==> config.mk <==
export PLATFORM = sky130hd
export DESIGN_NAME = axi_bresp_gen
export DESIGN_NICKNAME = d
export VERILOG_FILES = /design/src/rtl/axi_pkg.sv /design/src/rtl/axi_sync_fifo.sv /design/src/rtl/axi_bresp_gen.sv
export SDC_FILE = /design/constraint.sdc
export NUM_CORES = 1
export LEC_CHECK = 0
export CORE_AREA = 2 2 60 62
export CTS_CLUSTER_SIZE = 30
export DETAILED_ROUTE_END_ITERATION = 12
export DIE_AREA = 0 0 62 64
export PLACE_DENSITY = 0.71
export SLEW_MARGIN = 15
export SYNTH_ARGS = -nofsm -noshare
export SYNTH_HDL_FRONTEND = slang
export SYNTH_SLANG_ARGS = --single-unit
==> constraint.sdc <==
create_clock -name AXI_ACLK -period 5.1 [get_ports AXI_ACLK]
set_input_delay 1.02 -clock AXI_ACLK [delete_from_list [all_inputs] [get_ports AXI_ACLK]]
set_output_delay 1.02 -clock AXI_ACLK [all_outputs]
set_load 0.01 [all_outputs]
==> src/rtl/axi_pkg.sv <==
// axi_pkg: shared AXI response encodings and the B-channel entry record
package axi_pkg;

  localparam int AXI_ID_WIDTH = 4;

  typedef enum logic [1:0] {
    OKAY   = 2'b00,
    EXOKAY = 2'b01,
    SLVERR = 2'b10,
    DECERR = 2'b11
  } resp_t;

  typedef struct packed {
    resp_t                   resp;
    logic [AXI_ID_WIDTH-1:0] id;
  } b_entry_t;

  // SLVERR and DECERR both have the upper response bit set
  function automatic logic is_err(resp_t r);
    return r[1];
  endfunction

endpackage

==> src/rtl/axi_sync_fifo.sv <==
// axi_sync_fifo: circular synchronous FIFO with registered storage
module axi_sync_fifo #(
  parameter int  DEPTH = 4,
  parameter type T     = logic [7:0]
) (
  input  logic                     clk,
  input  logic                     rst_n,
  input  logic                     push,
  input  logic                     pop,
  input  T                         wr_data,
  output T                         rd_data,
  output logic                     full,
  output logic                     empty,
  output logic [$clog2(DEPTH):0]   count
);

  localparam int          AW       = $clog2(DEPTH);
  localparam logic [AW:0] FULL_CNT = (AW+1)'(DEPTH);

  T              mem [DEPTH];
  logic [AW-1:0] rd_ptr;
  logic [AW-1:0] wr_ptr;
  logic          do_push;
  logic          do_pop;

  assign full    = count == FULL_CNT;
  assign empty   = count == '0;
  assign do_push = push && !full;
  assign do_pop  = pop && !empty;
  assign rd_data = mem[rd_ptr];

  // pointers wrap naturally; count only moves when exactly one side fires
  always_ff @(posedge clk or negedge rst_n) begin
    if (!rst_n) begin
      rd_ptr <= '0;
      wr_ptr <= '0;
      count  <= '0;
    end else begin
      if (do_push) wr_ptr <= wr_ptr + AW'(1);
      if (do_pop) rd_ptr <= rd_ptr + AW'(1);
      if (do_push != do_pop) count <= do_push ? count + (AW+1)'(1) : count - (AW+1)'(1);
    end
  end

  // payload storage needs no reset; readers gate it with empty
  always_ff @(posedge clk) begin
    if (do_push) mem[wr_ptr] <= wr_data;
  end

endmodule

==> src/rtl/axi_bresp_gen.sv <==
// axi_bresp_gen: queues write completions and drives the AXI B channel
module axi_bresp_gen
  import axi_pkg::*;
#(
  parameter int DEPTH    = 4,
  parameter int ID_WIDTH = 4,
  parameter int MAXWAIT  = 5
) (
  input  logic                AXI_ACLK,
  input  logic                AXI_ARESETN,
  input  logic                wr_done_valid,
  output logic                wr_done_ready,
  input  logic [1:0]          wr_done_resp,
  input  logic [ID_WIDTH-1:0] wr_done_id,
  output logic                AXI_BVALID,
  input  logic                AXI_BREADY,
  output logic [1:0]          AXI_BRESP,
  output logic [ID_WIDTH-1:0] AXI_BID,
  output logic                stall_err,
  output logic                err_resp_seen
);

  localparam int            WW       = $clog2(MAXWAIT+1);
  localparam logic [WW-1:0] WAIT_MAX = WW'(MAXWAIT);

  typedef struct packed {
    resp_t               resp;
    logic [ID_WIDTH-1:0] id;
  } entry_t;

  entry_t                 wr_entry;
  entry_t                 rd_entry;
  logic                   full;
  logic                   empty;
  logic                   push;
  logic                   pop;
  logic                   waiting;
  logic [$clog2(DEPTH):0] count;
  logic [WW-1:0]          wait_cnt;

  assign wr_entry      = '{resp: resp_t'(wr_done_resp), id: wr_done_id};
  assign wr_done_ready = AXI_ARESETN && !full;
  assign push          = wr_done_valid && wr_done_ready;
  assign pop           = AXI_BVALID && AXI_BREADY;
  assign waiting       = AXI_BVALID && !AXI_BREADY;
  assign AXI_BVALID    = count != '0;
  assign AXI_BRESP     = empty ? 2'b00 : rd_entry.resp;
  assign AXI_BID       = empty ? '0 : rd_entry.id;

  axi_sync_fifo #(
    .DEPTH (DEPTH),
    .T     (entry_t)
  ) u_fifo (
    .clk     (AXI_ACLK),
    .rst_n   (AXI_ARESETN),
    .push    (push),
    .pop     (pop),
    .wr_data (wr_entry),
    .rd_data (rd_entry),
    .full    (full),
    .empty   (empty),
    .count   (count)
  );

  // count consecutive back-pressure cycles and latch a stall once the bound is exceeded
  always_ff @(posedge AXI_ACLK or negedge AXI_ARESETN) begin
    if (!AXI_ARESETN) begin
      wait_cnt  <= '0;
      stall_err <= 1'b0;
    end else begin
      wait_cnt  <= !waiting ? '0 : (wait_cnt == WAIT_MAX ? wait_cnt : wait_cnt + WW'(1));
      stall_err <= stall_err || (waiting && wait_cnt == WAIT_MAX);
    end
  end

  // latch that an error response actually left on the bus
  always_ff @(posedge AXI_ACLK or negedge AXI_ARESETN) begin
    if (!AXI_ARESETN) err_resp_seen <= 1'b0;
    else err_resp_seen <= err_resp_seen || (pop && is_err(rd_entry.resp));
  end

endmodule

### Word-level counts from Yosys, hierarchy flattened

Memory sizes are Yosys's and may differ from the RTL's.
Index checks and enable logic that the tools add are counted.

| word-level totals | value |
|---|---|
| RAM bits | 24 |
| output and inout port bits | 10 |
| register bits | 12 |
| memories | 1 |

| operators by class | value |
|---|---|
| equal/unequal tests | 4 |
| reductions and logical operators | 15 |
| muxes and demuxes | 7 |
| $add $sub $neg | 5 |

Memory list:

| name | words | width | rd ports | clocked after Yosys merged registers in | wr ports | RTL line | RTL |
|---|---|---|---|---|---|---|---|
| u_fifo.mem | 4 | 6 | 1 | 0 | 1 | axi_sync_fifo.sv:20 | `T mem [DEPTH];` |

Operator list:

| operator | number |
|---|---|
| 3-bit 2-to-1 mux | 3 |
| 1-bit logical AND | 8 |
| 3-bit by 1-bit adder with 3-bit output, second input constant | 2 |
| 3-bit == test, second input constant | 2 |
| 2-bit by 1-bit adder with 2-bit output, second input constant | 2 |
| 4-bit 2-to-1 mux | 1 |
| 1-bit zero test | 3 |
| 3-bit zero test | 1 |
| 3-bit nonzero test | 1 |
| 3-bit by 1-bit subtractor with 3-bit output, second input constant | 1 |
| 1-bit logical OR | 2 |
| 1-bit 2-to-1 mux | 2 |
| 2-bit 2-to-1 mux | 1 |
| 2-bit inequality test, second input constant | 1 |
| 1-bit inequality test | 1 |

### Logic depth before layout (Yosys ltp)

| logic depth | value |
|---|---|
| word-level depth | 7 |
| mapped depth | 7 |
| depth with buffers taken out | 7 |

### Modules after synthesis

A second synthesis with hierarchy kept.

| unflattened totals | value |
|---|---|
| cells, all modules | 122 |
| area total of the unflattened synthesis | 1746.7 µm² |

By module, submodules not included:

| module | cells each | times used | area each (µm²) |
|---|---|---|---|
| axi_sync_fifo | 91 | 1 | 1427.6 |
| axi_bresp_gen | 31 | 1 | 319.1 |

### Worst setup path after synthesis

No wires, ideal clock.

| timing path | value |
|---|---|
| path kind | flip-flop to output port |
| from | register u_fifo.rd_ptr[0] |
| to | output port AXI_BRESP[1] |
| path slack | 2.843 ns |
| arrival time | 1.237 ns |
| stages on the path, launching flop included | 4 |
| required time | 4.080 ns |
| path through | dfrtp_1 -> buf_2 -> mux4_2 -> and2_1 |

| on the way | value |
|---|---|
| word-level cells in the longest chain between the ends | 2 |

RTL lines:

| item | RTL line | RTL |
|---|---|---|
| from (decl) | axi_sync_fifo.sv:21 | `logic [AW-1:0] rd_ptr;` |
| from (signal assigned) | axi_sync_fifo.sv:40 | `if (do_pop) rd_ptr <= rd_ptr + AW'(1);` |
| memory 4 x 6 bit | - |  |
| 2-bit 2-to-1 mux | axi_bresp_gen.sv:47 | `assign AXI_BRESP = empty ? 2'b00 : rd_entry.resp;` |
| to (decl) | axi_bresp_gen.sv:17 | `output logic [1:0] AXI_BRESP,` |

Every way passes these cells.

### Final worst setup path

| timing path | value |
|---|---|
| from | input port AXI_ARESETN |
| to | output port wr_done_ready |

| on the way | value |
|---|---|
| word-level cells in the longest chain between the ends | 1 |

RTL lines:

| item | RTL line | RTL |
|---|---|---|
| from (decl) | axi_bresp_gen.sv:10 | `input logic AXI_ARESETN,` |
| 1-bit logical AND | axi_bresp_gen.sv:42 | `assign wr_done_ready = AXI_ARESETN && !full;` |
| to (decl) | axi_bresp_gen.sv:12 | `output logic wr_done_ready,` |

Every way passes these cells.

==> impl_metrics.yaml <==
outcome:
  run_status: "completed"
final_layout:
  final_layout_size_suffix_gt1_share_pct: 16.4
  n_antenna_cell: 0
  nFillCells: 266
  final_core_util_pct: 57.0
  multi_input_area_um2: 524
  seq_area_um2: 1020
  area.growth.synth_to_final_pct: 18.0
  stdcell_area_um2: 1870
  fin_nets: 138
setup_path:
  path_max_fanout: 15
  arrival_ps: 2390
  required_ps: 4080
  startpoint_type: "input port"
  crit_type: "in -> out"
  cp-end-kind: "output port"
clocking:
  root_buffer: "clkbuf_4"
  cts_setup_buffers: 0
  cts_buffers: 5
  clk_path_buf_depth: 2
  clkSinkCount: 36
  cts_htree_levels: 2
  clk-insertion-delay-late_ps: 330
  clk_pin_slew_ps: 100
  cts_resized: 0
  cts_tree: "built"
  hold_buffers: 0
power_and_ir_drop:
  power.total_uw: 913
  peakVddDrop_mv: 0.198
  power_density_nw_per_um2: 488
  p_leak_uw: 0.000681
logic_synthesis:
  synth.top_cell.area_share_pct: 45.4
  synth-seq-area-share_pct: 64.3
  synth_area_leaders: "edfxtp_1 (45%), dfrtp_1 (19%), mux4_2 (8.5%)"
  ys_ff_latch: 36
  synth_common_cells: "edfxtp_1 (24), dfrtp_1 (12), and2_1 (11), ha_1 (6), mux4_2 (6)"
  synth_top_area_cell: "edfxtp_1"
  synth.most_common_cell: "edfxtp_1"
  synth_ff_type: "edfxtp_1"
  synth_edf_count: 24
  postSynthCellCount: 97
  synthArstFlopShare_pct: 33.3
  syn_area_um2: 1590
  ys_types: 30
  synth-warning-count: 0
  syn-num-nets: 114
  avgSynthCellArea_um2: 16.4
place:
  portBuffers: 19
  place_hpwl_mm: 1.86
  dpl_cell_area_um2: 1820
  gp_congestion: 0.742
sta:
  fmax_mhz: 293
  slew-limit-headroom_pct: 68.2
  min_period_ps: 3410
  worstMarginPinSlew_ps: 465
  slew_violations: 0
  finalSetupViolations: 0
  fin_crit_sh_pct: 66.8
  clock_skew_ps: 9.67
  hold_viol: 0
  grt_setup_unrepaired: "false"
  final.setup.tns_ps: 0
die:
  dieWidth_um: 62
  fp-row-count: 21
  core-area_um2: 3280
  die_h_um: 64
  ios: 20
  initial_core_util_pct: 48.3
  dieArea_um2: 3970
global_route:
  grt-ovfl-total: 0
  grt_pass1_wl_mm: 4.38
  grt_pass1_vias: 892
  antenna_found_initial: 0
  grt_max_degree: 16
  grt_usage_pct: 16.0
detailed_routing:
  route.antenna.remaining_nets: 0
  drc: 0
  dr.first_iter.drc_count: 11
  wl_mm: 2.55
  wl_per_cell_um: 15.2
  drt_first_pass_iters: 4
  via_per_inst: 4.94
  vias: 830
run:
  drv_cap: 0
worst_hold_path:
  hold_path.class: "reg -> reg"
## sequential cells by signal, indices dropped and copies added (netlist names)
name,cells
wait_cnt,3
stall_err,1
err_resp_seen,1
u_fifo.count,3
u_fifo.rd_ptr,2
u_fifo.wr_ptr,2
u_fifo.mem,24
## final timing paths
check / start / end / slack, ps / cells past startpoint
max: AXI_ARESETN / wr_done_ready / 1690 / 4
max in group asynchronous: AXI_ARESETN / u_fifo.rd_ptr[1] / 3950 / 2
min: err_resp_seen / err_resp_seen / 480 / 1
min in group asynchronous: AXI_ARESETN / u_fifo.count[0] / 990 / 2
max reg2reg: u_fifo.count[2] / u_fifo.count[2] / 3170 / 7
min reg2reg: err_resp_seen / err_resp_seen / 480 / 1
## per-layer routing
| metal | wire length, um | vias to the layer above | GRT usage [%] |
|---|---|---|---|
| met3 | 80 | 7 | 3.85 |
| met1 | 1140 | 407 | 20.5 |
| met2 | 1290 | 17 | 24.9 |
| met5 | 0 | - | 0 |
| met4 | 47 | 0 | 7.98 |
| li1 | - | 399 | - |
## layout by cell type, fill, tap and decap left out
master / n
nand3_1: 1
nor2_1: 1
clkdlybuf4s50_1: 19
ha_1: 6
mux2_1: 1
edfxtp_1: 24
clkinv_2: 1
nand3b_1: 2
o21ai_1: 1
o31ai_1: 1
o21ai_0: 1
buf_4: 1
nand2_1: 4
clkbuf_4: 5
dfrtp_1: 12
xnor2_2: 1
and2_1: 11
inv_1: 4
a21o_1: 1
inv_2: 2
clkbuf_1: 2
nor3b_2: 1
xnor2_1: 4
fa_1: 1
o32ai_2: 1
nor3_4: 1
nor3_1: 2
nor2_4: 1
nor2b_1: 1
a2111oi_0: 1
xor2_1: 2
mux4_2: 6
## power by group
| part | switching, uW | internal [uW] | total [uW] |
|---|---|---|---|
| clock network | 87.9 | 53.7 | 142 |
| registers | 70.8 | 370 | 441 |
| logic | 135 | 196 | 331 |
| total | 293 | 620 | 913 |
## cell type report
| type | count | share of cell area (%) |
|---|---|---|
| tap | 46 | 3.07 |
| inverter | 6 | 1.20 |
| clock inverter | 1 | 0.267 |
| sequential | 36 | 54.5 |
| multi-input combinational | 52 | 28.0 |
| clock buffer | 7 | 2.40 |
| timing repair buffer | 20 | 10.6 |
## logic make-up after synthesis
| family | synth area share [%] |
|---|---|
| flip-flops | 64.3 |
| AND/OR/NAND/NOR | 10.3 |
| buffers and inverters | 2.68 |
| XOR/XNOR | 4.33 |
| multiplexers | 9.22 |
| adder cells (fa/ha/maj) | 5.99 |
| AO/OA/AOI/OAI | 3.15 |
## worst max-delay path, stage by stage
cell and delay (ps):
clkdlybuf4s50_1 450, buf_4 210, nor2b_1 150, clkdlybuf4s50_1 550
## per-stage QoR
stage,setup slack (ps),cells,hold slack (ps)
detailed placement,1680,160,468
CTS,1670,168,492
global placement,1690,160,461
global route,1580,168,516
floorplan,2840,97,493
finish,1690,168,480
No activity file was read; power rests on OpenSTA's default activity.
